===== src/rtl/pulse_pkg.sv =====
// Shared state encoding and default counter width for the pulse-train generator.
package pulse_pkg;

  localparam int CNT_W_DEF = 16;

  localparam logic [1:0] IDLE = 2'd0;
  localparam logic [1:0] HIGH = 2'd1;
  localparam logic [1:0] LOW  = 2'd2;
  localparam logic [1:0] DONE = 2'd3;

  typedef enum logic [1:0] {
    S_IDLE = IDLE,
    S_HIGH = HIGH,
    S_LOW  = LOW,
    S_DONE = DONE
  } state_t;

endpackage


===== src/rtl/pulse_phase_cnt.sv =====
// Loadable down-counter timing the HIGH and LOW phases; zero marks the last cycle of a phase.
module pulse_phase_cnt #(
  parameter int CNT_W = 16
) (
  input  logic             clk,
  input  logic             rstn,
  input  logic             load,
  input  logic [CNT_W-1:0] load_val,
  input  logic             dec,
  output logic             zero
);

  logic [CNT_W-1:0] cnt_reg;

  always_ff @(posedge clk or negedge rstn) begin
    if (!rstn) begin
      cnt_reg <= '0;
    end else if (load) begin
      cnt_reg <= load_val;
    end else if (dec && (cnt_reg != '0)) begin
      cnt_reg <= cnt_reg - 1'b1;
    end
  end

  assign zero = (cnt_reg == '0);

endmodule


===== src/rtl/pulse_train_gen.sv =====
// Programmable pulse-train source: N pulses of W high cycles every P cycles, or continuous.
import pulse_pkg::*;

module pulse_train_gen #(
  parameter int CNT_W = CNT_W_DEF
) (
  input  logic             clk,
  input  logic             rstn,
  input  logic             start,
  input  logic             stop,
  input  logic [CNT_W-1:0] cfg_width,
  input  logic [CNT_W-1:0] cfg_period,
  input  logic [CNT_W-1:0] cfg_num,
  output logic             pulse,
  output logic             busy,
  output logic             done,
  output logic [CNT_W-1:0] pulse_cnt
);

  localparam logic [CNT_W-1:0] ONE  = CNT_W'(1);
  localparam logic [CNT_W-1:0] ONES = {CNT_W{1'b1}};

  state_t           state_reg;
  logic [CNT_W-1:0] w_reg;
  logic [CNT_W-1:0] low_reg;
  logic [CNT_W-1:0] num_reg;
  logic [CNT_W-1:0] pulse_cnt_reg;
  logic             pulse_reg;
  logic             busy_reg;
  logic             done_reg;

  logic [CNT_W-1:0] w_next;
  logic [CNT_W-1:0] p_next;
  logic [CNT_W-1:0] low_next;
  logic             accept;
  logic             more_pulses;
  logic             ph_load;
  logic [CNT_W-1:0] ph_load_val;
  logic             ph_dec;
  logic             ph_zero;

  // Clamp so the high phase is at least one cycle and the low phase is at least one cycle;
  // an all-ones width would overflow W+1, so it is pulled down by one instead.
  always_comb begin
    w_next = (cfg_width == '0) ? ONE : cfg_width;
    p_next = cfg_period;
    if (cfg_width == ONES) begin
      w_next = ONES - ONE;
      p_next = ONES;
    end else if (cfg_period <= w_next) begin
      p_next = w_next + ONE;
    end
    low_next = p_next - w_next;
  end

  assign accept      = (state_reg == S_IDLE) && start && !stop;
  assign more_pulses = (num_reg == '0) || (pulse_cnt_reg < num_reg);

  always_comb begin
    ph_load     = 1'b0;
    ph_load_val = '0;
    ph_dec      = 1'b0;
    case (state_reg)
      S_IDLE: begin
        if (accept) begin
          ph_load     = 1'b1;
          ph_load_val = w_next - ONE;
        end
      end
      S_HIGH: begin
        if (!stop) begin
          if (ph_zero) begin
            ph_load     = 1'b1;
            ph_load_val = low_reg - ONE;
          end else begin
            ph_dec = 1'b1;
          end
        end
      end
      S_LOW: begin
        if (!stop) begin
          if (ph_zero) begin
            ph_load     = more_pulses;
            ph_load_val = w_reg - ONE;
          end else begin
            ph_dec = 1'b1;
          end
        end
      end
      default: ;
    endcase
  end

  pulse_phase_cnt #(.CNT_W(CNT_W)) u_phase (
    .clk      (clk),
    .rstn     (rstn),
    .load     (ph_load),
    .load_val (ph_load_val),
    .dec      (ph_dec),
    .zero     (ph_zero)
  );

  always_ff @(posedge clk or negedge rstn) begin
    if (!rstn) begin
      state_reg     <= S_IDLE;
      w_reg         <= '0;
      low_reg       <= '0;
      num_reg       <= '0;
      pulse_cnt_reg <= '0;
      pulse_reg     <= 1'b0;
      busy_reg      <= 1'b0;
      done_reg      <= 1'b0;
    end else begin
      done_reg <= 1'b0;
      case (state_reg)
        S_IDLE: begin
          if (accept) begin
            state_reg     <= S_HIGH;
            w_reg         <= w_next;
            low_reg       <= low_next;
            num_reg       <= cfg_num;
            pulse_cnt_reg <= ONE;
            pulse_reg     <= 1'b1;
            busy_reg      <= 1'b1;
          end
        end
        S_HIGH: begin
          if (stop) begin
            state_reg <= S_DONE;
            pulse_reg <= 1'b0;
            busy_reg  <= 1'b0;
            done_reg  <= 1'b1;
          end else if (ph_zero) begin
            state_reg <= S_LOW;
            pulse_reg <= 1'b0;
          end
        end
        S_LOW: begin
          if (stop || (ph_zero && !more_pulses)) begin
            state_reg <= S_DONE;
            busy_reg  <= 1'b0;
            done_reg  <= 1'b1;
          end else if (ph_zero) begin
            state_reg <= S_HIGH;
            pulse_reg <= 1'b1;
            if (pulse_cnt_reg != ONES) begin
              pulse_cnt_reg <= pulse_cnt_reg + ONE;
            end
          end
        end
        default: begin
          state_reg <= S_IDLE;
        end
      endcase
    end
  end

  assign pulse     = pulse_reg;
  assign busy      = busy_reg;
  assign done      = done_reg;
  assign pulse_cnt = pulse_cnt_reg;

endmodule


===== config.mk =====
export PLATFORM = sky130hd
export DESIGN_NAME = pulse_train_gen
export DESIGN_NICKNAME = d
export VERILOG_FILES = /design/src/rtl/pulse_pkg.sv /design/src/rtl/pulse_phase_cnt.sv /design/src/rtl/pulse_train_gen.sv
export SDC_FILE = /design/constraint.sdc
export NUM_CORES = 1
export LEC_CHECK = 0
export ABC_AREA = 1
export CAP_MARGIN = 5
export CORE_MARGIN = 4
export CORE_UTILIZATION = 30
export CTS_CLUSTER_SIZE = 14
export DETAILED_ROUTE_END_ITERATION = 8
export GPL_TIMING_DRIVEN = 0
export PLACE_DENSITY = 0.46
export SYNTH_ARGS = -nofsm -noshare
export SYNTH_HDL_FRONTEND = slang
export SYNTH_SLANG_ARGS = --single-unit

===== constraint.sdc =====
create_clock -name clk -period 3.95 [get_ports clk]
set_input_delay 0.395 -clock clk [delete_from_list [all_inputs] [get_ports clk]]
set_output_delay 0.395 -clock clk [all_outputs]
set_load 0.02 [all_outputs]

==> impl_metrics.json <==
{
  "synth_area_per_cell_um2": 6.494,
  "grt_use_total_pct": 18.58,
  "crit_type": "in -> reg",
  "numCtsBuffers": 9,
  "synth_ff_type": "dfrtp_1",
  "status": "complete, no violations",
  "core_um2": 24460,
  "cts.path.max_buffers": 2,
  "cp.arrival_ns": 3.92,
  "worstReg2RegStart": "state_reg[0]",
  "r2r.worst_path.cells": 7,
  "synth_warnings": 0,
  "wire_per_inst_um": 16.25,
  "fin_skew_ns": 0.01170,
  "synth-edff-count": 0,
  "vias": 7653,
  "place_hpwl_um": 20310,
  "finalHoldViolations": 0,
  "std_cell_rows": 57,
  "finalWirelength_um": 25530,
  "dr_wl_met2_um": 11540,
  "via_per_inst": 4.871,
  "holdCritPathClass": "in -> reg",
  "hold_slack_ns": 0.4258,
  "max-cap-violations": 0,
  "antenna_found_initial": 0,
  "crit_slowest_cell": "clkdlybuf4s15_1",
  "period_share_pct": 92.80,
  "cp-end-kind": "flop",
  "dieHeight_um": 166.2,
  "utilization_pct": 37.35,
  "die_w_um": 166.2,
  "worstPathRequired_ns": 4.20,
  "cp-endpoint": "low_reg[13]",
  "clkTransAtPathRegs_ns": 0.07,
  "ys_types": 50,
  "power.density_nw_per_um2": 552.8,
  "wl_met3_um": 847,
  "io_pins": 71,
  "fin_crit_ns": 3.665,
  "grt_overflow": 0,
  "fin_nets": 1350,
  "ir_drop_uv": 264.1,
  "relSlewSlack_pct": 40.99,
  "ys_ff_latch": 85,
  "cts_sinks": 85,
  "routed.top_layer": "met4",
  "totalPowerFinal_uw": 5050,
  "synth_nets": 1264,
  "wl_met1_um": 12600,
  "leakage_uw": 0.004341,
  "cts-root-buf": "clkbuf_16",
  "r2r_slack_ns": 1.13,
  "max_freq_mhz": 272.8,
  "netlist_instances": 1156,
  "drive_gt1_share_pct": 8.821,
  "diodes": 0,
  "final_area_um2": 9136,
  "max_stage_delay_ns": 0.31,
  "syn_to_final_growth_pct": 21.70,
  "initial_core_util_pct": 30.69,
  "worstSkewPairLatency_ns": 0.36,
  "crit_path_start_kind": "input pin",
  "antenna_left": 0,
  "gpl.final_weighted_congestion": 0.8536,
  "drt_iter0_drc": 481,
  "setup_viol": 0,
  "worstSetupStartpoint": "cfg_width[15]",
  "async_reset_ff_share_pct": 100.0,
  "fillers": 2697,
  "multiInputGateArea_um2": 4900,
  "r2r-end": "num_reg[14]",
  "synthesis.area_um2": 7507,
  "firstDrtPassIters": 5,
  "dpl-instance-area_um2": 8578,
  "worst_pin_slew_ns": 0.8770,
  "path_common_cell": "nand2_1",
  "die_area_um2": 27620,
  "drv_slew": 0,
  "ys_seq_area_share_pct": 28.33,
  "cts_tree": "yes",
  "grt_pass1_vias": 7515,
  "crit_fanout": 10,
  "seqCellArea_um2": 2127,
  "h-tree-depth": 3,
  "grt_pass1_wl_um": 41460,
  "io_buffers": 64,
  "grt_max_degree": 62,
  "drc": 0
}
metal layers:
metal	up-vias	track usage [%]
li1	3969	-
met1	3501	26.19
met2	152	30.33
met3	31	1.690
met4	0	5.560
met5	-	0
worst min path at each step:
stage | start | endpoint | slack, ns | cells after the start
finish | cfg_width[6] | w_reg[6] | 0.43 | 3
global route | cfg_width[6] | w_reg[6] | 0.42 | 3
CTS | cfg_width[12] | w_reg[12] | 0.48 | 3
detailed placement | rstn | num_reg[3] | 0.34 | 1
global placement | low_reg[0] | low_reg[0] | 0.47 | 2
floorplan | rstn | busy | 0.1 | 0
layout by cell type (no fill, tap or decap), drive strengths merged, types with 3 or more instances in the layout:
master         instances
o21ai                 88
o31ai                  4
nand3b                 3
dfrtp                 85
a21oi                 48
ha                    55
clkbuf                34
nand2                331
nand4                 13
a31oi                  7
inv                  137
o21a                   4
xnor2                  8
nor2                 138
nor4                  11
clkdlybuf4s50         53
xor2                  27
o22ai                  4
nand3                117
buf                   26
or2                    5
nor3                  24
repair_timing:
action / in CTS / in global routing
pin swaps: 5 / 7
hold endpoints to repair: 24 / 0
setup endpoints to repair: 15 / 10
buffers inserted: 6 / 3
resized for setup: 38 / 35
hold buffers: 1 / 0
cells by family after synthesis:
logic type,share of synthesized area (%)
AND/OR/NAND/NOR,36.85
AO/OA/AOI/OAI,12.50
buffers and inverters,8.800
flip-flops,28.33
adder cells (fa/ha/maj),9.433
XOR/XNOR,4.083
final cells by class:
type | instances | share of cell area (%)
plain buffers | 33 | 1.863
clock buffers | 9 | 2.465
clock inverters | 7 | 0.9723
inverters | 134 | 5.588
multi-input cells | 904 | 53.63
flip-flops and latches | 85 | 23.28
well taps | 324 | 4.437
repair buffers | 75 | 7.765
through the flow:
step                      worst slack [ns]  instances  setup TNS, ns
after floorplan                     0.1529       1156              0
after global placement              -1.734       1544        -105.15
after detailed placement            -1.674       1545         -17.25
after CTS                          0.01698       1568              0
after global routing              -0.01029       1571       -0.01836
final                               0.2845       1571              0
Yosys cell counts (all sizes together) (3+ instances only):
master,count,share of area (%)
a21oi,48,3.2
a31oi,7,0.58
buf,15,1.1
clkbuf,18,0.95
dfrtp,85,28
ha,55,9.2
inv,132,6.6
nand2,331,17
nand3,117,7.9
nand3b,3,0.30
nand4,13,1.3
nor2,138,7.2
nor3,24,1.8
nor4,11,0.92
o21a,4,0.40
o21ai,88,6.0
o22ai,4,0.33
o31ai,4,0.40
or2,5,0.45
xnor2,8,0.93
xor2,27,3.2
worst max-delay path: cells and delay by family:
family | cells | cell delay, ns
simple gates | 20 | 1.83
buf+inv | 5 | 0.69
compound gates | 3 | 0.58
fa+ha+maj | 2 | 0.42
where the power goes:
part           switching, uW  leakage [uW]  internal (uW)
Combinational           1630       0.00311            925
Clock                    415      0.000152            508
Sequential               349       0.00107           1220
No activity file was read; power rests on OpenSTA's default activity.
